<file path="src/rtl/alu_pkg.sv">
// Shared types for the ALU request scheduler: operand widths, opcodes,
// the ALU command/response records and the scheduler state encoding.
package alu_pkg;

    localparam int srcwidth = 8;
    localparam int dstwidth = 16;

    localparam logic [2:0] OP_ADD  = 3'b100;
    localparam logic [2:0] OP_SUB  = 3'b101;
    localparam logic [2:0] OP_MUL  = 3'b010;
    localparam logic [2:0] OP_DIV  = 3'b011;
    localparam logic [2:0] OP_MEAN = 3'b001;

    typedef struct packed {
        logic       vld;
        logic [2:0] op;
    } alu_cmd_t;

    typedef struct packed {
        logic                err;
        logic [dstwidth-1:0] out;
        logic [srcwidth-1:0] rem;
    } alu_rsp_t;

    typedef enum logic [1:0] {
        ST_IDLE,
        ST_ISSUE,
        ST_WAIT,
        ST_RESP
    } sched_state_t;

    function automatic logic op_legal(input logic [2:0] op);
        case (op)
            OP_ADD, OP_SUB, OP_MUL, OP_DIV, OP_MEAN: op_legal = 1'b1;
            default:                                 op_legal = 1'b0;
        endcase
    endfunction

endpackage

</file>
<file path="src/rtl/alu_req_sched_if.sv">
// Requester, ALU and response channels of the scheduler. slave is the
// scheduler's view; master is the environment (requesters, ALU, consumer).
interface alu_req_sched_if #(
    parameter int NREQ = 4,
    parameter int SRCW = alu_pkg::srcwidth,
    parameter int DSTW = alu_pkg::dstwidth,
    parameter int IDW  = $clog2(NREQ)
);
    import alu_pkg::*;

    logic [NREQ-1:0]      req_vld;
    logic [NREQ-1:0]      req_rdy;
    logic [3*NREQ-1:0]    req_op;
    logic [SRCW*NREQ-1:0] req_a;
    logic [SRCW*NREQ-1:0] req_b;

    alu_cmd_t             alu_cmd;
    logic [SRCW-1:0]      alu_a;
    logic [SRCW-1:0]      alu_b;
    logic                 alu_done;
    logic [DSTW-1:0]      alu_out;
    logic [SRCW-1:0]      alu_rem;

    logic                 rsp_vld;
    logic                 rsp_rdy;
    logic [IDW-1:0]       rsp_id;
    logic [DSTW-1:0]      rsp_out;
    logic [SRCW-1:0]      rsp_rem;
    logic                 rsp_err;

    modport slave (
        input  req_vld, req_op, req_a, req_b, alu_done, alu_out, alu_rem, rsp_rdy,
        output req_rdy, alu_cmd, alu_a, alu_b, rsp_vld, rsp_id, rsp_out, rsp_rem, rsp_err
    );

    modport master (
        output req_vld, req_op, req_a, req_b, alu_done, alu_out, alu_rem, rsp_rdy,
        input  req_rdy, alu_cmd, alu_a, alu_b, rsp_vld, rsp_id, rsp_out, rsp_rem, rsp_err
    );

endinterface

</file>
<file path="src/rtl/rr_arbiter.sv">
// Combinational round-robin pick: the first asserted request at or after
// ptr (wrapping) wins. The caller owns and advances ptr.
module rr_arbiter #(
    parameter int N   = 4,
    parameter int IDW = $clog2(N)
) (
    input  logic [N-1:0]   req,
    input  logic [IDW-1:0] ptr,
    output logic [N-1:0]   gnt,
    output logic [IDW-1:0] gnt_idx
);

    // Scan farthest-from-ptr first so the nearest requester overwrites last.
    always_comb begin
        int j;
        j       = 0;
        gnt     = '0;
        gnt_idx = '0;
        for (int k = N - 1; k >= 0; k--) begin
            j = int'(ptr) + k;
            if (j >= N) begin
                j = j - N;
            end
            if (req[j[IDW-1:0]]) begin
                gnt                = '0;
                gnt[j[IDW-1:0]]    = 1'b1;
                gnt_idx            = j[IDW-1:0];
            end
        end
    end

endmodule

</file>
<file path="src/rtl/alu_req_sched.sv">
// Shares one multi-cycle ALU among NREQ requesters, one command at a time.
// IDLE grant/latch | ISSUE cmd pulse | WAIT done or watchdog | RESP hold until accepted
module alu_req_sched
    import alu_pkg::*;
#(
    parameter int NREQ    = 4,
    parameter int SRCW    = srcwidth,
    parameter int DSTW    = dstwidth,
    parameter int TIMEOUT = 32
) (
    input logic            clk,
    input logic            rst,
    alu_req_sched_if.slave bus
);

    localparam int IDW  = $clog2(NREQ);
    localparam int CNTW = $clog2(TIMEOUT + 1);

    sched_state_t    state_q;
    logic [IDW-1:0]  ptr_q;
    logic [IDW-1:0]  id_q;
    alu_cmd_t        cmd_q;
    logic [SRCW-1:0] a_q;
    logic [SRCW-1:0] b_q;
    logic [CNTW-1:0] cnt_q;
    logic            rsp_vld_q;
    alu_rsp_t        rsp_q;

    logic [NREQ-1:0] gnt;
    logic [IDW-1:0]  gnt_idx;
    logic [2:0]      op_sel;
    logic [SRCW-1:0] a_sel;
    logic [SRCW-1:0] b_sel;
    logic            grant_en;
    logic            cmd_ok;
    logic [DSTW-1:0] done_out;

    rr_arbiter #(.N(NREQ), .IDW(IDW)) u_arb (
        .req     (bus.req_vld),
        .ptr     (ptr_q),
        .gnt     (gnt),
        .gnt_idx (gnt_idx)
    );

    always_comb begin
        op_sel = '0;
        a_sel  = '0;
        b_sel  = '0;
        for (int i = 0; i < NREQ; i++) begin
            if (gnt[i]) begin
                op_sel = bus.req_op[3*i +: 3];
                a_sel  = bus.req_a[SRCW*i +: SRCW];
                b_sel  = bus.req_b[SRCW*i +: SRCW];
            end
        end
    end

    // Grants only in IDLE; reset also masks the combinational grant.
    assign grant_en    = (state_q == ST_IDLE) && !rst;
    assign bus.req_rdy = grant_en ? gnt : '0;
    assign cmd_ok      = op_legal(op_sel) && !((op_sel == OP_DIV) && (b_sel == '0));
    assign done_out    = bus.alu_out;

    always_ff @(posedge clk or posedge rst) begin
        if (rst) begin
            state_q   <= ST_IDLE;
            ptr_q     <= '0;
            id_q      <= '0;
            cmd_q     <= '0;
            a_q       <= '0;
            b_q       <= '0;
            cnt_q     <= '0;
            rsp_vld_q <= 1'b0;
            rsp_q     <= '0;
        end else begin
            case (state_q)
                ST_IDLE: begin
                    if (|gnt) begin
                        id_q  <= gnt_idx;
                        ptr_q <= (gnt_idx == IDW'(NREQ - 1)) ? '0 : gnt_idx + 1'b1;
                        cnt_q <= '0;
                        if (cmd_ok) begin
                            a_q     <= a_sel;
                            b_q     <= b_sel;
                            cmd_q   <= '{vld: 1'b1, op: op_sel};
                            state_q <= ST_ISSUE;
                        end else begin
                            rsp_q     <= '{err: 1'b1, out: '0, rem: '0};
                            rsp_vld_q <= 1'b1;
                            state_q   <= ST_RESP;
                        end
                    end
                end
                ST_ISSUE: begin
                    cmd_q   <= '0;
                    cnt_q   <= cnt_q + 1'b1;
                    state_q <= ST_WAIT;
                end
                ST_WAIT: begin
                    if (bus.alu_done) begin
                        rsp_q     <= '{err: 1'b0, out: done_out, rem: bus.alu_rem};
                        rsp_vld_q <= 1'b1;
                        state_q   <= ST_RESP;
                    end else if (cnt_q == CNTW'(TIMEOUT - 1)) begin
                        rsp_q     <= '{err: 1'b1, out: '0, rem: '0};
                        rsp_vld_q <= 1'b1;
                        state_q   <= ST_RESP;
                    end else begin
                        cnt_q <= cnt_q + 1'b1;
                    end
                end
                ST_RESP: begin
                    if (bus.rsp_rdy) begin
                        rsp_vld_q <= 1'b0;
                        state_q   <= ST_IDLE;
                    end
                end
                default: state_q <= ST_IDLE;
            endcase
        end
    end

    assign bus.alu_cmd = cmd_q;
    assign bus.alu_a   = a_q;
    assign bus.alu_b   = b_q;
    assign bus.rsp_vld = rsp_vld_q;
    assign bus.rsp_id  = id_q;
    assign bus.rsp_out = rsp_q.out;
    assign bus.rsp_rem = rsp_q.rem;
    assign bus.rsp_err = rsp_q.err;

endmodule

</file>
<file path="src/flat_wrapper.sv">
// flat-port wrapper written by rule: the top's interface ports become plain ports
module alu_req_sched_flat import alu_pkg::*;
#(
    parameter int NREQ    = 4,
    parameter int SRCW    = srcwidth,
    parameter int DSTW    = dstwidth,
    parameter int TIMEOUT = 32
)
  (clk, rst, bus_req_vld, bus_req_op, bus_req_a, bus_req_b, bus_alu_done, bus_alu_out, bus_alu_rem, bus_rsp_rdy, bus_req_rdy, bus_alu_cmd, bus_alu_a, bus_alu_b, bus_rsp_vld, bus_rsp_id, bus_rsp_out, bus_rsp_rem, bus_rsp_err);
  alu_req_sched_if #(.NREQ(NREQ), .SRCW(SRCW), .DSTW(DSTW)) bus_i ();
  input logic clk;
  input logic rst;
  input wire logic [$bits(bus_i.req_vld)-1:0] bus_req_vld;
  input wire logic [$bits(bus_i.req_op)-1:0] bus_req_op;
  input wire logic [$bits(bus_i.req_a)-1:0] bus_req_a;
  input wire logic [$bits(bus_i.req_b)-1:0] bus_req_b;
  input wire logic [$bits(bus_i.alu_done)-1:0] bus_alu_done;
  input wire logic [$bits(bus_i.alu_out)-1:0] bus_alu_out;
  input wire logic [$bits(bus_i.alu_rem)-1:0] bus_alu_rem;
  input wire logic [$bits(bus_i.rsp_rdy)-1:0] bus_rsp_rdy;
  output wire logic [$bits(bus_i.req_rdy)-1:0] bus_req_rdy;
  output wire logic [$bits(bus_i.alu_cmd)-1:0] bus_alu_cmd;
  output wire logic [$bits(bus_i.alu_a)-1:0] bus_alu_a;
  output wire logic [$bits(bus_i.alu_b)-1:0] bus_alu_b;
  output wire logic [$bits(bus_i.rsp_vld)-1:0] bus_rsp_vld;
  output wire logic [$bits(bus_i.rsp_id)-1:0] bus_rsp_id;
  output wire logic [$bits(bus_i.rsp_out)-1:0] bus_rsp_out;
  output wire logic [$bits(bus_i.rsp_rem)-1:0] bus_rsp_rem;
  output wire logic [$bits(bus_i.rsp_err)-1:0] bus_rsp_err;
  assign bus_i.req_vld = bus_req_vld;
  assign bus_i.req_op = bus_req_op;
  assign bus_i.req_a = bus_req_a;
  assign bus_i.req_b = bus_req_b;
  assign bus_i.alu_done = bus_alu_done;
  assign bus_i.alu_out = bus_alu_out;
  assign bus_i.alu_rem = bus_alu_rem;
  assign bus_i.rsp_rdy = bus_rsp_rdy;
  assign bus_req_rdy = bus_i.req_rdy;
  assign bus_alu_cmd = bus_i.alu_cmd;
  assign bus_alu_a = bus_i.alu_a;
  assign bus_alu_b = bus_i.alu_b;
  assign bus_rsp_vld = bus_i.rsp_vld;
  assign bus_rsp_id = bus_i.rsp_id;
  assign bus_rsp_out = bus_i.rsp_out;
  assign bus_rsp_rem = bus_i.rsp_rem;
  assign bus_rsp_err = bus_i.rsp_err;
  alu_req_sched #(.NREQ(NREQ), .SRCW(SRCW), .DSTW(DSTW), .TIMEOUT(TIMEOUT)) u_core (.clk(clk), .rst(rst), .bus(bus_i));
endmodule
</file>
<file path="config.mk">
export PLATFORM = sky130hd
export DESIGN_NAME = alu_req_sched_flat
export DESIGN_NICKNAME = d
export VERILOG_FILES = /design/src/rtl/alu_pkg.sv /design/src/rtl/alu_req_sched_if.sv /design/src/rtl/rr_arbiter.sv /design/src/rtl/alu_req_sched.sv /design/src/flat_wrapper.sv
export SDC_FILE = /design/constraint.sdc
export NUM_CORES = 1
export LEC_CHECK = 0
export ABC_AREA = 1
export CAP_MARGIN = 20
export CORE_UTILIZATION = 44
export DETAILED_ROUTE_END_ITERATION = 6
export PLACE_DENSITY_LB_ADDON = 0.25
export SLEW_MARGIN = 15
export SYNTH_ARGS = -nofsm -noshare
export SYNTH_HDL_FRONTEND = slang
export SYNTH_SLANG_ARGS = --single-unit
</file>
<file path="constraint.sdc">
create_clock -name clk -period 3.46 [get_ports clk]
set_input_delay 0.865 -clock clk [delete_from_list [all_inputs] [get_ports clk]]
set_output_delay 0.865 -clock clk [all_outputs]
set_load 0.1 [all_outputs]
</file>
Yosys cells after proc, flatten, opt, wreduce, memory -nomap -nowiden. Cells that the tools add are included.

Flip-flop bits (word level): 58. Bits in read-only memories: 0. Bits in latches: 0. RAM bits: 0. Output and inout bits: 52. Bits of input ports: 108. Memories: 0.

Magnitude comparators: 12. Divide/modulo/power cells: 0. Reductions and logical operators: 24. Equality and inequality tests: 17. Multiply operators: 0. Shifts and indexed selects: 0. Bitwise logic cells: 0. Muxes and demuxes: 67. $add $sub $neg: 9.

Operators by type and width (number): 2-to-1 mux 25 bit (4); 2-to-1 mux 8 bit (8); case mux 25 bit (2 select lines) (1); 2-to-1 mux 2 bit (14); 2-to-1 mux 4 bit (7); 2-to-1 mux 6 bit (3); case mux 6 bit (3 select lines) (1); 2-to-1 mux 1 bit (14); less-than comparator 2 x 3 -> 1 bit, second input constant (4); 2-to-1 mux 3 bit (4); != test 2 bit, second input constant (5); greater-or-equal comparator 3 bit, second input constant (3); AND reduction 3 bit (3); binary-select mux 1 bit (select 2 bit) (4); demux 1 bit (select 2 bit) (4); greater-or-equal comparator 2 x 1 -> 1 bit, second input constant (4); zero test 8 bit (1); case mux 2 bit (4 select lines) (1); case mux 4 bit (2 select lines) (1); AND reduction 4 bit (2); subtractor 2 x 1 -> 2 bit, second input constant (4); logical AND 1 bit (7); adder 2 x 2 -> 3 bit, second input constant (2); adder 6 x 1 -> 6 bit, second input constant (1); 20 further kinds (27).

Longest topological paths before layout. Gate-level depths: netlist (run 1).

Word-level depth: 22. Mapped depth: 24. Gate-level depth less buffers: 22.

Cells and area by module. A second synthesis (run 1) with hierarchy kept.

Cell total of the unflattened synthesis: 493. Area, all modules: 3711.1 sq um.

By module, submodules not included: alu_req_sched (cells an instance 410, area an instance 3253.1 sq um, instances 1, sequential area each 1451.4 sq um); rr_arbiter (cells an instance 83, area an instance 457.9 sq um, instances 1, sequential area each 0.0 sq um).

Least setup slack after synthesis (run 1). OpenSTA, ideal clock, no wires.

Path kind: input port to output port. Start: input port rst. End: output port bus_req_rdy[0]. Data arrival time: 3.717 ns. Setup slack: -1.122 ns. Stages on the path: 3. Path buffers: 0. Cell sequence: inv_1 > nand2_1 > nor2_1.

Word-level cells in the longest chain between the ends: 3.

RTL lines: from (decl) (RTL line flat_wrapper.sv:12) `input logic rst;`; zero test 1 bit (RTL line alu_req_sched.sv:59) `assign grant_en = (state_q == ST_IDLE) && !rst;`; logical AND 1 bit (RTL line alu_req_sched.sv:59); 2-to-1 mux 4 bit (RTL line alu_req_sched.sv:60) `assign bus.req_rdy = grant_en ? gnt : '0;`; to (decl) (RTL line flat_wrapper.sv:21) `output wire logic [$bits(bus_i.req_rdy)-1:0] bus_req_rdy;`.

Every way passes these cells.

Worst setup path after layout (run 1).
Start: input port bus_req_vld[1]. End: output port bus_req_rdy[2].

Word-level cells in the longest chain between the ends: 7. Elaborated cells on any way between the ends: 13.

RTL lines: from (decl) (RTL line flat_wrapper.sv:13) `input wire logic [$bits(bus_i.req_vld)-1:0] bus_req_vld;`; binary-select mux 1 bit (select 2 bit) (RTL line rr_arbiter.sv:24) `if (req[j[IDW-1:0]]) begin`; 2-to-1 mux 1 bit (not written as such) (RTL line rr_arbiter.sv:24); 2-to-1 mux 4 bit (3 in series) (RTL line rr_arbiter.sv:24); 2-to-1 mux 4 bit * (RTL line rr_arbiter.sv:24); 2-to-1 mux 4 bit * (RTL line alu_req_sched.sv:60).

Every way passes the cells marked *; elsewhere a longest branch is shown, timed or not. The select of a mux whose other input is x is not followed.

==> flow_summary.json, run 1 <==
{
  "place_area_mm2": 0.005782,
  "finalHoldViolCount": 0,
  "synth.top_cell.area_share_pct": 37.11,
  "ys_ff_latch": 58,
  "cap_violations": 0,
  "synth_cell_types": 37,
  "die_x_um": 96.28,
  "worst_ep_arrival_time_ns": 2.56,
  "ys_seq_area_share_pct": 37.11,
  "mostFrequentLayoutCells": "nand2_1, clkdlybuf4s50_1, buf_4, dfrtp_1, nand3_1",
  "cts-buffers-inserted": 9,
  "htreeDepth": 3,
  "postLayoutCellArea_mm2": 0.006256,
  "yosysWarningCount": 0,
  "grt_first_pass_wirelength_um": 18240,
  "syn-num-nets": 656,
  "num-nets-final": 854,
  "grt_max_degree": 59,
  "period_share_pct": 99.05,
  "avgSynthCellArea_um2": 7.311,
  "drc": 0,
  "final-setup-viol-count": 0,
  "outcome": "finished, final reports clean",
  "drive_gt1_share_pct": 26.56,
  "n_fill_cell": 679,
  "grt_overflow_total": 0,
  "syn_to_final_growth_pct": 59.95,
  "dr_total_vias": 4382,
  "num_antenna_cells": 0,
  "grtUsageTotal_pct": 25.90,
  "path_max_fanout": 11,
  "syn_area_mm2": 0.003911,
  "syn_inst": 535,
  "startpoint_type": "input pin",
  "antenna_found_initial": 0,
  "grt_pass1_vias": 4079,
  "path_clk_slew_ns": 0.06,
  "synth.area.top_cells": "dfrtp_1, nand2_1, nand3_1",
  "cts_hold_buf": 0,
  "hpwl_um": 9003,
  "yosys.area.top_type": "dfrtp_1",
  "gp_congestion": 0.8965,
  "wire_per_inst_um": 14.32,
  "dieHeight_um": 96.28,
  "relSlewSlack_pct": 50.85,
  "max_freq_mhz": 291.8,
  "firstDrtPassIters": 5,
  "cts_buffer_depth": 2,
  "seqCellArea_mm2": 0.001453,
  "clkSinkCount": 58,
  "worstPathRequired_ns": 2.59,
  "worst_pin_slew_ns": 0.7373,
  "io_pins": 160,
  "fin_cells": 846,
  "layout.cells.most_common": "nand2_1",
  "placedCellCount": 824,
  "fp.dieArea_mm2": 0.009270,
  "num_rows": 34,
  "hold_path_class": "flip-flop to flip-flop",
  "critical_path_class": "input pin to primary output",
  "rsz0062_at_grt": "yes",
  "via_per_inst": 5.180,
  "port-buffer-count": 159,
  "clk_latency_ns": 0.35,
  "period_needed_ns": 3.427,
  "multi_input_area_mm2": 0.002245,
  "wl_um": 12120,
  "drv_slew": 0,
  "coreArea_mm2": 0.008678,
  "crit_path_end_kind": "primary output",
  "cts_tree": "built",
  "first_iter_violations": 196,
  "clock-root-buffer": "clkbuf_8",
  "start_util_pct": 45.07,
  "finalClockSkew_ns": 0.01164,
  "ant_nets": 0
}
kinds of logic after synthesis:
| logic type | share of synthesized area (%) |
|---|---|
| AOI/OAI and AO/OA | 10.11 |
| xor gates and xnor gates | 0.2240 |
| adders and majority gates | 4.159 |
| buffers and inverters | 10.75 |
| DFF | 37.11 |
| and+or+nand+nor | 37.65 |
critical path: stages:
cell and delay [ns]:
clkdlybuf4s50_1 0.41, inv_2 0.11, nand2_4 0.08, nand3_4 0.10, nand2_4 0.10, inv_4 0.09
nand3_2 0.09, nand3_4 0.15, nand2_8 0.10, buf_6 0.16, nor2_4 0.11, buf_12 0.19
final timing paths:
path | slack [ns] | from | to | depth (start not counted)
min in group asynchronous | 1.19 | rst | u_core.bus.rsp_out[8]$_DFFE_PP0P_ | 3
max in group asynchronous | 1.73 | rst | u_core.ptr_q[1]$_DFFE_PP0P_ | 3
hold / removal | 0.48 | u_core.bus.rsp_rem[1]$_DFFE_PP0P_ | u_core.bus.rsp_rem[1]$_DFFE_PP0P_ | 2
hold reg to reg | 0.48 | u_core.bus.rsp_rem[1]$_DFFE_PP0P_ | u_core.bus.rsp_rem[1]$_DFFE_PP0P_ | 2
setup / recovery | 0.03 | bus_req_vld[1] | bus_req_rdy[2] | 12
setup reg to reg | 0.17 | u_core.ptr_q[1]$_DFFE_PP0P_ | u_core.bus.rsp_rem[3]$_DFFE_PP0P_ | 20
Yosys cell counts (all sizes together):
cell type,number
o211ai,9
xnor2,1
a21boi,6
nand3b,1
clkbuf,2
nand2,192
inv,59
nand4,29
a21oi,9
ha,13
clkinv,1
buf,23
o22ai,2
nand3,66
o21ai,34
o21a,1
nor2,25
dfrtp,58
nor3,2
nor3b,1
a22oi,1
flip-flops by register name, indices dropped and copies added, names as in the netlist:
register            cells
u_core.bus.alu_a        8
u_core.bus.alu_b        8
u_core.bus.alu_cmd      4
u_core.bus.rsp_err      1
u_core.bus.rsp_id       2
u_core.bus.rsp_out     16
u_core.bus.rsp_rem      8
u_core.bus.rsp_vld      1
u_core.cnt_q            6
u_core.ptr_q            2
u_core.state_q          2
metal layers:
layer / up-vias / GRT usage, % / wire length [µm]
li1: 2153 / - / -
met1: 2025 / 29.17 / 4809
met2: 179 / 46.57 / 6160
met3: 25 / 5.766 / 850
met4: 0 / 11.19 / 297
met5: - / 0 / 0
layout make-up:
| cell class | instances | area share [%] |
|---|---|---|
| clock buffer | 12 | 2.480 |
| tap | 108 | 2.160 |
| inverter | 60 | 3.860 |
| sequential | 58 | 23.22 |
| timing repair buffer | 209 | 31.22 |
| clock inverter | 4 | 1.180 |
| multi-input combinational | 395 | 35.88 |
per-stage QoR:
stage | worst slack [ns] | utilization [%] | setup TNS [ns] | hold slack, ns
after CTS | -0.03984 | 69.67 | -0.08701 | 0.4840
final | 0.03273 | 72.09 | 0 | 0.4792
after global routing | -0.06301 | 72.09 | -0.4899 | 0.5081
after floorplan | -0.1144 | - | -0.3386 | 0.4789
after detailed placement | -0.2574 | 66.62 | -9.502 | 0.4656
after global placement | -0.1997 | 66.62 | -6.601 | 0.4556
timing repair:
item	in CTS	in global routing
cloned	0	3
pin swaps	3	15
endpoints found under the setup margin	4	42
gates resized for setup	6	48
setup buffers	1	2
Power of run 1 is left out: the tool's default activity adds up to more than one toggle a clock period on the data nets, which glitch-free logic cannot reach.
==> run 2, diff against run 1 <==
--- a/config.mk
+++ b/config.mk
@@ -7,8 +7,10 @@
 export LEC_CHECK = 0
 export ABC_AREA = 1
 export CAP_MARGIN = 20
+export CORE_ASPECT_RATIO = 1.1
 export CORE_UTILIZATION = 44
 export DETAILED_ROUTE_END_ITERATION = 6
+export GPL_TIMING_DRIVEN = 0
 export PLACE_DENSITY_LB_ADDON = 0.25
 export SLEW_MARGIN = 15
 export SYNTH_ARGS = -nofsm -noshare
==> constraint.sdc (replaced) <==
create_clock -name clk -period 3.8 [get_ports clk]
set_input_delay 0.95 -clock clk [delete_from_list [all_inputs] [get_ports clk]]
set_output_delay 0.95 -clock clk [all_outputs]
set_load 0.1 [all_outputs]
==> flow_summary.json, run 2 (synthesis gave the netlist of run 1 again) <==
{
  "hpwl_um": 9023,
  "reg2regPathDepth": 22,
  "min-delay-start": "u_core.bus.rsp_out[14]$_DFFE_PP0P_",
  "gp_congestion": 0.8855,
  "grt_max_degree": 37,
  "htreeDepth": 3,
  "num_antenna_cells": 0,
  "whs_path_depth": 2,
  "num-nets-final": 827,
  "grt_first_pass_wirelength_um": 19260,
  "cpPeakStageDelay_ns": 0.48,
  "crit_slowest_cell": "clkdlybuf4s50_1",
  "die_x_um": 91.90,
  "io_pins": 160,
  "worst_pin_slew_ns": 1.029,
  "grtUsageTotal_pct": 26.08,
  "fp.dieArea_mm2": 0.009271,
  "wl_um": 11690,
  "period_needed_ns": 3.690,
  "critical_path_class": "input pin to primary output",
  "clkSinkCount": 58,
  "dr_total_vias": 4288,
  "fin_hold_ws_ns": 0.4719,
  "crit_path_end_kind": "primary output",
  "antenna_found_initial": 0,
  "max_freq_mhz": 271.0,
  "via_per_inst": 5.223,
  "path_clk_slew_ns": 0.07,
  "outcome": "finished, final reports clean",
  "path_buf_inv": 5,
  "final_util_pct": 70.03,
  "cap_violations": 0,
  "start_util_pct": 46.04,
  "relSlewSlack_pct": 31.17,
  "drive_gt1_share_pct": 13.52,
  "ant_nets": 0,
  "num_rows": 35,
  "dieHeight_um": 100.9,
  "ff2ff_setup_slack_ns": 0.46,
  "path_max_fanout": 19,
  "worstReg2RegStart": "u_core.ptr_q[1]$_DFFE_PP0P_",
  "clock-root-buffer": "clkbuf_8",
  "firstDrtPassIters": 4,
  "final-setup-viol-count": 0,
  "first_iter_violations": 222,
  "mostFrequentLayoutCells": "nand2_1, clkdlybuf4s50_1, dfrtp_1, nand3_1, inv_1",
  "crit_family": "buffers and inverters",
  "cts_buffer_depth": 2,
  "grt_overflow_total": 0,
  "finalClockSkew_ns": 0.006467,
  "worstPathCellList": "clkdlybuf4s50_1, inv_1, nand2_1, nand3_1, nand2_2, inv_2, nor2_2, nand2_1, nand3_2, nand2_2, clkbuf_4, nor2_2, buf_12",
  "drv_slew": 0,
  "cp.depth": 13,
  "coreArea_mm2": 0.008496,
  "r2r-end": "u_core.bus.rsp_out[15]$_DFFE_PP0P_",
  "cts-buffers-inserted": 9,
  "largest_reg_flops": 16,
  "grt_pass1_vias": 4225,
  "wire_per_inst_um": 14.24,
  "fin_setup_tns_ns": 0,
  "worstPathRequired_ns": 2.85,
  "layout.cells.most_common": "nand2_1",
  "worst_ep_arrival_time_ns": 2.74,
  "startpoint_type": "input pin",
  "port-buffer-count": 159,
  "hold_path_class": "flip-flop to flip-flop",
  "drc": 0,
  "clk_latency_ns": 0.33,
  "min_to": "u_core.bus.rsp_out[14]$_DFFE_PP0P_",
  "cts_tree": "built",
  "finalHoldViolCount": 0,
  "period_share_pct": 97.11,
  "syn_to_final_growth_pct": 52.11,
  "cts_hold_buf": 0
}
==> run 2: changes by cell type in the layout (fill, tap and decap cells not counted), moves of 3 or more <==
cell,delta
buf_12,-3
buf_2,+8
buf_4,-89
buf_6,+6
clkdlybuf4s50_1,+50
inv_1,+5
inv_2,-3
nand2_1,+12
nand2_2,-6
nand2_4,-6
nand3_1,+4
nand3_4,-4
nor2_4,-3
==> run 2: timing repair <==
item | 4_1_cts | 5_1_grt
gates cloned | 2 | 0
setup endpoints to repair | 4 | 4
buffers inserted | 1 | 0
pin swaps | 3 | 0
resized for setup | 37 | 13
==> run 2: cell type report <==
cell class	count	area [µm²]
buffer	22	190.2
clock buffer	10	137.6
clock inverter	5	55.05
fill	702	2546
inverter	60	231.5
multi-input combinational	393	2079
sequential	58	1453
tap	111	138.9
timing repair buffer	161	1659
timing repair inverter	1	5.005
==> run 2: worst max path at each step <==
stage / start / end / slack (ns)
6_report: bus_req_vld[3] / bus_req_rdy[2] / 0.11
5_1_grt: bus_req_vld[0] / bus_req_rdy[2] / -0.01
4_1_cts: bus_req_vld[1] / bus_req_rdy[0] / 0.01
3_5_place_dp: bus_req_vld[2] / bus_req_rdy[0] / -1.19
3_3_place_gp: rst / bus_req_rdy[0] / -1.45
2_1_floorplan: bus_req_vld[2] / bus_req_rdy[3] / 0.06
==> run 2: layer usage <==
layer | track usage (%) | wire [µm]
met5 | 0 | 0
met4 | 11.42 | 300
met3 | 5.430 | 854
met2 | 46.90 | 5940
met1 | 29.89 | 4592
==> run 2: worst min-delay path: cells and delay by family, from the launching register on <==
kind	cells	cell delay [ns]
DFF	1	0.34
and+or+nand+nor	2	0.10
==> run 2: metrics by stage <==
stage / cells / worst slack, ns / instance area, µm²
floorplan: 535 / 0.05556 / 3925
global placement: 805 / -1.449 / 5655
detailed placement: 806 / -1.188 / 5675
CTS: 821 / 0.01168 / 5909
global route: 821 / -0.01345 / 5949
finish: 821 / 0.1099 / 5949
Power of run 2 is left out for the same reason.
==> run 3, diff against run 2 <==
--- a/config.mk
+++ b/config.mk
@@ -12,6 +12,7 @@
 export DETAILED_ROUTE_END_ITERATION = 6
 export GPL_TIMING_DRIVEN = 0
 export PLACE_DENSITY_LB_ADDON = 0.25
+export SKIP_CTS_REPAIR_TIMING = 1
 export SLEW_MARGIN = 15
 export SYNTH_ARGS = -nofsm -noshare
 export SYNTH_HDL_FRONTEND = slang
==> flow_summary.json, run 3 (synthesis gave the netlist of run 1 again) <==
{
  "die_x_um": 91.90,
  "grt_overflow_total": 0,
  "mostFrequentLayoutCells": "nand2_1, clkdlybuf4s50_1, dfrtp_1, nand3_1, inv_1",
  "dieHeight_um": 100.9,
  "gp_congestion": 0.8855,
  "firstDrtPassIters": 5,
  "final-setup-viol-count": 0,
  "num_rows": 35,
  "wl_um": 11850,
  "drv_slew": 0,
  "wire_per_inst_um": 14.39,
  "num_antenna_cells": 0,
  "drive_gt1_share_pct": 13.90,
  "syn_to_final_growth_pct": 52.78,
  "finalHoldViolCount": 0,
  "via_per_inst": 5.194,
  "worst_ep_arrival_time_ns": 2.75,
  "cap_violations": 0,
  "period_share_pct": 97.44,
  "outcome": "finished, final reports clean",
  "period_needed_ns": 3.703,
  "num-nets-final": 829,
  "cts_tree": "built",
  "worst_pin_slew_ns": 1.029,
  "startpoint_type": "input pin",
  "clk_latency_ns": 0.33,
  "io_pins": 160,
  "dpl_worst_slack_ns": -1.188,
  "largest_reg_flops": 16,
  "drc": 0,
  "critical_path_class": "input pin to primary output",
  "first_iter_violations": 224,
  "dr_total_vias": 4275,
  "worstPathRequired_ns": 2.85,
  "max_freq_mhz": 270.1,
  "port-buffer-count": 159,
  "fp.dieArea_mm2": 0.009271,
  "ant_nets": 0,
  "clkSinkCount": 58,
  "reg2regPathDepth": 22,
  "grt_max_degree": 37,
  "path_clk_slew_ns": 0.07,
  "coreArea_mm2": 0.008496,
  "fin_setup_tns_ns": 0,
  "grt_pass1_vias": 4188,
  "cts-buffers-inserted": 9,
  "htreeDepth": 3,
  "clock-root-buffer": "clkbuf_8",
  "hold_path_class": "flip-flop to flip-flop",
  "start_util_pct": 46.04,
  "finalClockSkew_ns": 0.006770,
  "relSlewSlack_pct": 31.18,
  "setup_ws_ns": 0.09725,
  "hpwl_um": 9023,
  "layout.cells.most_common": "nand2_1",
  "grt_first_pass_wirelength_um": 18930,
  "cts_buffer_depth": 2,
  "grtUsageTotal_pct": 25.52,
  "path_max_fanout": 19,
  "whs_path_depth": 2,
  "antenna_found_initial": 0,
  "crit_path_end_kind": "primary output"
}
run 3: final timing paths:
check                                              startpoint                            endpoint  slack, ns
max in group asynchronous                                 rst         u_core.ptr_q[0]$_DFFE_PP0P_       2.34
min reg2reg                u_core.bus.rsp_out[14]$_DFFE_PP0P_  u_core.bus.rsp_out[14]$_DFFE_PP0P_       0.47
max                                            bus_req_vld[2]                      bus_req_rdy[3]        0.1
min in group asynchronous                                 rst   u_core.bus.rsp_out[6]$_DFFE_PP0P_       0.98
max reg2reg                       u_core.ptr_q[1]$_DFFE_PP0P_  u_core.bus.rsp_out[15]$_DFFE_PP0P_       0.44
min                        u_core.bus.rsp_out[14]$_DFFE_PP0P_  u_core.bus.rsp_out[14]$_DFFE_PP0P_       0.47
run 3: worst max-delay path, cell delays in order:
cell	delay, ns
clkdlybuf4s50_1	0.45
inv_1	0.05
o21ai_2	0.16
nand2_1	0.08
nand2_2	0.08
buf_6	0.14
nor2_1	0.05
a21boi_2	0.17
nand2_4	0.10
inv_4	0.11
buf_12	0.16
nor2_4	0.05
buf_12	0.17
run 3: final cells by class:
| cell class | instances | area [µm²] |
|---|---|---|
| Timing Repair inverter | 1 | 5.005 |
| Timing Repair Buffer | 162 | 1667 |
| Buffer | 23 | 206.4 |
| Multi-Input combinational cell | 393 | 2082 |
| Clock inverter | 5 | 55.05 |
| Clock buffer | 10 | 137.6 |
| Inverter | 60 | 231.5 |
| Fill cell | 699 | 2520 |
| Sequential cell | 58 | 1453 |
| Tap cell | 111 | 138.9 |
run 3: stage by stage:
step	utilization (%)	hold slack, ns	instances	instance area, µm²
6_report	70.34	0.4701	823	5976
5_1_grt	70.34	0.4931	823	5976
4_1_cts	69.07	0.4740	821	5868
3_5_place_dp	66.80	0.4574	806	5675
3_3_place_gp	66.57	0.4521	805	5655
2_1_floorplan	-	0.4789	535	3925
run 3: per-layer routing:
metal / up-vias / part of all wire, % / track usage, %
met1: 1982 / 39 / 29.03
met2: 173 / 51 / 46.21
li1: 2097 / - / -
met3: 23 / 7.3 / 5.581
met5: - / 0 / 0
met4: 0 / 2.3 / 10.58
Power of run 3 is left out for the same reason.
